==> config.mk <==
export PLATFORM = sky130hd
export DESIGN_NAME = nested_loop_sequencer
export DESIGN_NICKNAME = d
export VERILOG_FILES = /design/src/rtl/nested_loop_sequencer.sv
export SDC_FILE = /design/constraint.sdc
export NUM_CORES = 1
export LEC_CHECK = 0
export CELL_PAD_IN_SITES_DETAIL_PLACEMENT = 0
export CELL_PAD_IN_SITES_GLOBAL_PLACEMENT = 1
export CORE_ASPECT_RATIO = 1.2
export CORE_MARGIN = 5
export CORE_UTILIZATION = 40
export CTS_CLUSTER_DIAMETER = 30
export DETAILED_ROUTE_END_ITERATION = 12
export PLACE_DENSITY = 0.93
export SETUP_SLACK_MARGIN = 0.5
export SYNTH_ARGS = -nofsm -noshare
export SYNTH_HDL_FRONTEND = slang
export SYNTH_SLANG_ARGS = --single-unit
==> constraint.sdc <==
create_clock -name clk -period 5.17 [get_ports clk]
set_input_delay 1.2925 -clock clk [delete_from_list [all_inputs] [get_ports clk]]
set_output_delay 1.2925 -clock clk [all_outputs]
set_load 0.05 [all_outputs]
==> src/rtl/nested_loop_sequencer.sv <==
// nested_loop_sequencer
//   Sequential replacement for a combinational nested while-loop iteration
//   counter. Walks i over 0..outer_limit-1 and, for each i, j over
//   1..inner_limit. Each (i,j) pair is offered as one beat on a valid/ready
//   stream. One programmable (i,j) "continue" point can be skipped.
//
// Ports:
//   clk, rst_n          clock (rising edge), asynchronous active-low reset
//   start               launch a sequence (sampled in IDLE only)
//   outer_limit         outer trip count, latched on accepted start
//   inner_limit         inner trip count, latched on accepted start
//   skip_en/i/j         skip point, latched on accepted start
//   iter_ready          downstream accepts the presented iteration
//   iter_valid          iteration (iter_i, iter_j) presented
//   iter_i, iter_j      presented outer / inner (post-increment) index
//   busy                high while the sequence runs
//   done                one-cycle pulse at sequence end
//   count               executed-iteration count, holds until next start
module nested_loop_sequencer #(
    parameter int IW = 2,
    parameter int CW = 4
) (
    input  logic          clk,
    input  logic          rst_n,
    input  logic          start,
    input  logic [IW-1:0] outer_limit,
    input  logic [IW-1:0] inner_limit,
    input  logic          skip_en,
    input  logic [IW-1:0] skip_i,
    input  logic [IW-1:0] skip_j,
    input  logic          iter_ready,
    output logic          iter_valid,
    output logic [IW-1:0] iter_i,
    output logic [IW-1:0] iter_j,
    output logic          busy,
    output logic          done,
    output logic [CW-1:0] count
);

    typedef enum logic [1:0] {
        IDLE = 2'd0,
        RUN  = 2'd1,
        DONE = 2'd2
    } state_t;

    localparam logic [IW:0]   IONE = (IW+1)'(1);
    localparam logic [CW-1:0] CONE = CW'(1);

    state_t        state;
    logic [IW-1:0] i, j;
    logic [IW-1:0] lim_o, lim_i;
    logic          sk_en;
    logic [IW-1:0] sk_i, sk_j;

    // Next indices are formed one bit wider so i+1 / j+1 never wrap
    // before being compared against the limits.
    logic [IW:0] jn, inx;
    logic        run, skip_hit, retire;

    always_comb begin
        jn       = {1'b0, j} + IONE;
        inx      = {1'b0, i} + IONE;
        run      = (state == RUN);
        skip_hit = sk_en && (i == sk_i) && (jn == {1'b0, sk_j});
        // A skipped candidate retires on its own; others need the handshake.
        retire   = run && (skip_hit || iter_ready);
    end

    assign iter_valid = run && !skip_hit;
    assign iter_i     = run ? i : '0;
    assign iter_j     = run ? jn[IW-1:0] : '0;
    assign busy       = run;
    assign done       = (state == DONE);

    always_ff @(posedge clk or negedge rst_n) begin
        if (!rst_n) begin
            state <= IDLE;
            i     <= '0;
            j     <= '0;
            lim_o <= '0;
            lim_i <= '0;
            sk_en <= 1'b0;
            sk_i  <= '0;
            sk_j  <= '0;
            count <= '0;
        end else begin
            case (state)
                IDLE: begin
                    if (start) begin
                        lim_o <= outer_limit;
                        lim_i <= inner_limit;
                        sk_en <= skip_en;
                        sk_i  <= skip_i;
                        sk_j  <= skip_j;
                        count <= '0;
                        i     <= '0;
                        j     <= '0;
                        if (outer_limit != '0 && inner_limit != '0)
                            state <= RUN;
                        else
                            state <= DONE;
                    end
                end
                RUN: begin
                    if (retire) begin
                        if (!skip_hit)
                            count <= count + CONE;
                        if (jn < {1'b0, lim_i}) begin
                            j <= jn[IW-1:0];
                        end else begin
                            j <= '0;
                            i <= inx[IW-1:0];
                            if (inx == {1'b0, lim_o})
                                state <= DONE;
                        end
                    end
                end
                DONE: state <= IDLE;
                default: state <= IDLE;
            endcase
        end
    end

endmodule
# Word-level counts from Yosys, hierarchy flattened
# Index checks and enable logic that the tools add are counted.
[word_totals]
out_inout_bits = 11
wordCells = 58
inputBits = 13
reg_bits = 19
[op_classes]
n_eq_ne = 10
mux = 19
reduce_logical = 16
magnitude_cmp = 1
add_sub_neg = 3
[op_table]
columns = ["operator", "count"]
rows = [
  ["2-bit two-way mux", 12],
  ["4-bit two-way mux", 3],
  ["2-bit one-hot mux with 2 select lines", 3],
  ["4-bit AND reduction", 3],
  ["4-bit one-hot mux with 2 select lines", 1],
  ["2-bit by 1-bit adder with 3-bit output, second input constant", 2],
  ["3-bit by 2-bit equality test with 1-bit output", 2],
  ["2-bit != test, second input constant", 3],
  ["2-bit nonzero test", 3],
  ["1-bit logical AND", 5],
  ["4-bit by 1-bit adder with 4-bit output, second input constant", 1],
  ["2-bit by 1-bit != test with 1-bit output, second input constant", 2],
  ["3-bit by 2-bit < comparator with 1-bit output", 1],
  ["3-bit AND reduction", 1],
  ["2-bit by 1-bit equality test with 1-bit output, second input constant", 1],
  ["2-bit equality test", 1],
  ["2-bit equality test, second input constant", 1],
  ["2-bit zero test", 1],
  ["2-bit AND reduction", 1],
  ["1-bit zero test", 1],
  ["1-bit logical OR", 1],
]

# Longest topological paths before layout
[depth]
word_depth = 7
ltp_mapped = 6
mapped_depth_nobuf = 6

# Worst setup path after synthesis
# OpenSTA, ideal clock, no wires.
[synth_path]
path_type = "register to output"
from = "register j[0]"
to = "output port iter_valid"
t_required_ps = 3878
setup_slack_ps = 2111
n_path_buf = 0
arrival_time_ps = 1766
path_stages_with_launch = 6
path_cell_list = "dfrtp_1 -> ha_1 -> xnor2_2 -> nand3_2 -> nor2_1 -> nor2_1"
[synth_between]
elab_chain_len = 5
[synth_rtl]
columns = ["item", "line", "rtl"]
rows = [
  ["start, declared", "50", "logic [IW-1:0] i, j;"],
  ["start signal, assigned", "109", "j <= jn[IW-1:0];"],
  ["2-bit by 1-bit adder with 3-bit output", "61", "jn = {1'b0, j} + IONE;"],
  ["3-bit by 2-bit equality test with 1-bit output", "64", "skip_hit = sk_en && (i == sk_i) && (jn == {1'b0, sk_j});"],
  ["1-bit logical AND", "64", ""],
  ["1-bit zero test", "n/a", ""],
  ["1-bit logical AND", "69", "assign iter_valid = run && !skip_hit;"],
  ["end, declared", "32", "output logic iter_valid,"],
]
# No other way between the ends.

# Worst setup path in the final report
# Ends and elaborated chain as after synthesis.

==> out/summary.txt <==
Syn Std Cell Area - 1130 um2
Crit path kind - reg2out
Storage element area - 475 um2
Clock sink total - 19
Placed cell area - 1390 um2
Worst path arrival time - 2420 ps
XOR/XNOR Fraction of Synth Area - 0.0598
Worst VDD drop - 297 uV
Syn_area_per_cell - 9.57 um2
Clk slew on worst S/H paths - 110 ps
Outcome - complete, no violations
Met2 usage - 0.254
Top Usage Layer GRT - met2
Syn nets - 135
Top Ports - 24
CP Cell Sequence - ha_1 > xnor2_2 > nand3_2 > nor2_1 > nor2_1 > clkdlybuf4s50_1
Final min period - 3710 ps
CP max stage delay - 810 ps
Total track usage - 0.140
Share of layout cells above drive strength 1 - 0.112
Req. time, crit path - 3880 ps
Critical Path Fanout Max - 7
Wire per inst - 14.3 um
Initial antenna violation count - 0
Vias per cell - 5.03
CP most frequent cell - nor2_1
Setup_tns - 0 ps
Final period util - 0.718
# setup viols final - 0
Post-cts resize count - 0
Count of final hold-check violations - 0
Cell count of the worst reg-to-reg path - 6
CP Capture Type - output pin
CTS max path bufs - 2
Iter 0 DRT Violations - 28
Synth Instances - 118
Largest net degree at the start of global routing - 20
Multi-input gate area - 617 um2
CTS tree - built
Simple-gate portion of the synthesized area - 0.251
Count of cell types in the netlist - 37
CP max-delay cell - clkdlybuf4s50_1
Die W - 58.5 um
DP Wirelength - 1920 um
Routed vias - 890
Main combinational cell family by area after synthesis - simple AND/OR/NAND/NOR gates
Rows - 21
Slew margin rel. - 0.397
Total CTS buffers - 3
Port Buffers - 23
Post-CTS Setup Bufs - 0
Met1 usage - 0.160
Max Slew Vio Count - 0
#FFs+latches synth - 19
Post-CTS Hold Buffers - 0
CP Launch Type - register
Total wire length - 2520 um
Power Density - 705 nW/um2
Routability cong. - 0.852
Clk_lat worst skew - 300 ps
# nets final - 161
WHS Path Cells - 2
Max_cap viols - 0
Worst slew pin tran - 902 ps
Chip height - 68.2 um
ANT nets after route - 0
Die ar. - 3990 um2
Post-synthesis compound-gate area fraction - 0.113
Syn-to-layout area delta - 25.1%
DR DRC count - 0
Global route total overflow - 0
Unrepaired setup endpoints after global routing - false
Post-synthesis mux area share - 0.0709
Vias in the first global route - 941
F_max - 270 MHz
Adder-cell share of the synthesized area - 0.0509
Final Instance Area - 1410 um2
TritonRoute pass-1 iters - 4
Clock Skew - 1.89 ps
Starting density of the core - 0.410
Core area - 2760 um2
Commonest non-fill, non-tap cell in the layout - nand2_1
H-tree levels - 1
Yosys warns - 0
Ant diodes - 0
Root buf cell - clkbuf_4
Most frequent cells in the layout - nand2_1, clkdlybuf4s50_1, dfrtp_1, nor2_1
Leak - 0.651 nW
Hold Crit Class - reg2reg
Seq/Total Area, Yosys - 0.421
FILL cells - 267
First-pass GRT wire length - 4160 um
Met3 usage - 0.0226
## cells by family (layout without fill, tap and decap cells)
| kind of cell | Yosys count | in the layout |
|---|---|---|
| fa+ha+maj | 4 | 4 |
| compound gates | 15 | 15 |
| buf+inv | 8 | 33 |
| simple gates | 59 | 59 |
| xor+xnor | 6 | 6 |
| flops | 19 | 19 |
| mux | 7 | 7 |
## flip-flops by register name, summed over array words and instances, names as in the netlist
name,cells
count,4
i,2
j,2
lim_i,2
lim_o,2
sk_en,1
sk_i,2
sk_j,2
state,2
## layout make-up
type	count	share of cell area
Clock buffer	4	0.0186
Inverter	6	0.0159
Multi-Input combinational cell	91	0.436
Sequential cell	19	0.336
Tap cell	34	0.0301
Timing Repair Buffer	23	0.163
## cells in the mapped netlist
| cell | n | share of area |
|---|---|---|
| a211o_1 | 1 | 0.0078 |
| a211o_2 | 1 | 0.0089 |
| a211oi_1 | 1 | 0.0066 |
| a21oi_1 | 3 | 0.013 |
| a21oi_2 | 1 | 0.0078 |
| a311o_1 | 1 | 0.0089 |
| a31o_1 | 1 | 0.0078 |
| a31oi_1 | 1 | 0.0055 |
| and2_1 | 3 | 0.017 |
| and4b_1 | 1 | 0.0089 |
| buf_6 | 1 | 0.010 |
| clkbuf_1 | 1 | 0.0033 |
| dfrtp_1 | 19 | 0.42 |
| fa_1 | 1 | 0.018 |
| ha_1 | 3 | 0.033 |
| inv_1 | 5 | 0.017 |
| inv_2 | 1 | 0.0033 |
| mux2_4 | 2 | 0.027 |
| mux2i_1 | 5 | 0.044 |
| nand2_1 | 33 | 0.11 |
| nand2_2 | 1 | 0.0055 |
| nand2b_1 | 1 | 0.0055 |
| nand3_1 | 4 | 0.018 |
| nand3_2 | 2 | 0.018 |
| nand4_1 | 1 | 0.0055 |
| nor2_1 | 8 | 0.027 |
| nor2b_1 | 2 | 0.011 |
| nor3_1 | 1 | 0.0044 |
| nor3b_2 | 2 | 0.022 |
| o2111ai_1 | 2 | 0.016 |
| o21ai_1 | 1 | 0.0044 |
| o22a_1 | 1 | 0.0078 |
| o31ai_4 | 1 | 0.019 |
| xnor2_1 | 3 | 0.023 |
| xnor2_2 | 1 | 0.014 |
| xor2_1 | 1 | 0.0078 |
| xor2_2 | 1 | 0.014 |
## through the flow
step / hold WS [ps] / instances / setup WS (ps) / utilization / total power, mW
2_1_floorplan: 438 / 118 / 2110 / - / 0.766
3_3_place_gp: 467 / 173 / 1830 / 0.503 / 0.909
3_5_place_dp: 481 / 173 / 1790 / 0.503 / 0.925
4_1_cts: 510 / 177 / 1430 / 0.512 / 1.00
5_1_grt: 533 / 177 / 1340 / 0.512 / 1.07
6_report: 502 / 177 / 1460 / 0.512 / 0.996
## worst paths after layout
check | startpoint | to | slack, ps
hold reg to reg | sk_en | sk_en | 500
min in group asynchronous | rst_n | sk_i[1] | 1490
max in group asynchronous | rst_n | count[0] | 3130
setup reg to reg | j[0] | i[1] | 3060
setup / recovery | j[0] | iter_valid | 1460
hold / removal | sk_en | sk_en | 500
## per-layer routing
metal,part of all wire,up-vias
li1,-,451
met1,0.44,416
met2,0.51,18
met3,0.039,5
met4,0.017,0
met5,0,-
## power by group
| group | switching [mW] | internal (mW) | leakage [nW] |
|---|---|---|---|
| combinational | 0.390 | 0.250 | 0.394 |
| clock | 0.0469 | 0.0301 | 0.0150 |
| sequential | 0.0655 | 0.213 | 0.241 |
## critical path, delay by kind of cell, from the launching register on
kind | cells | cell delay (ps)
buf+inv | 1 | 810
flops | 1 | 490
fa+ha+maj | 1 | 370
simple gates | 3 | 270
xor+xnor | 1 | 160
(Power assumes the default switching activity.)
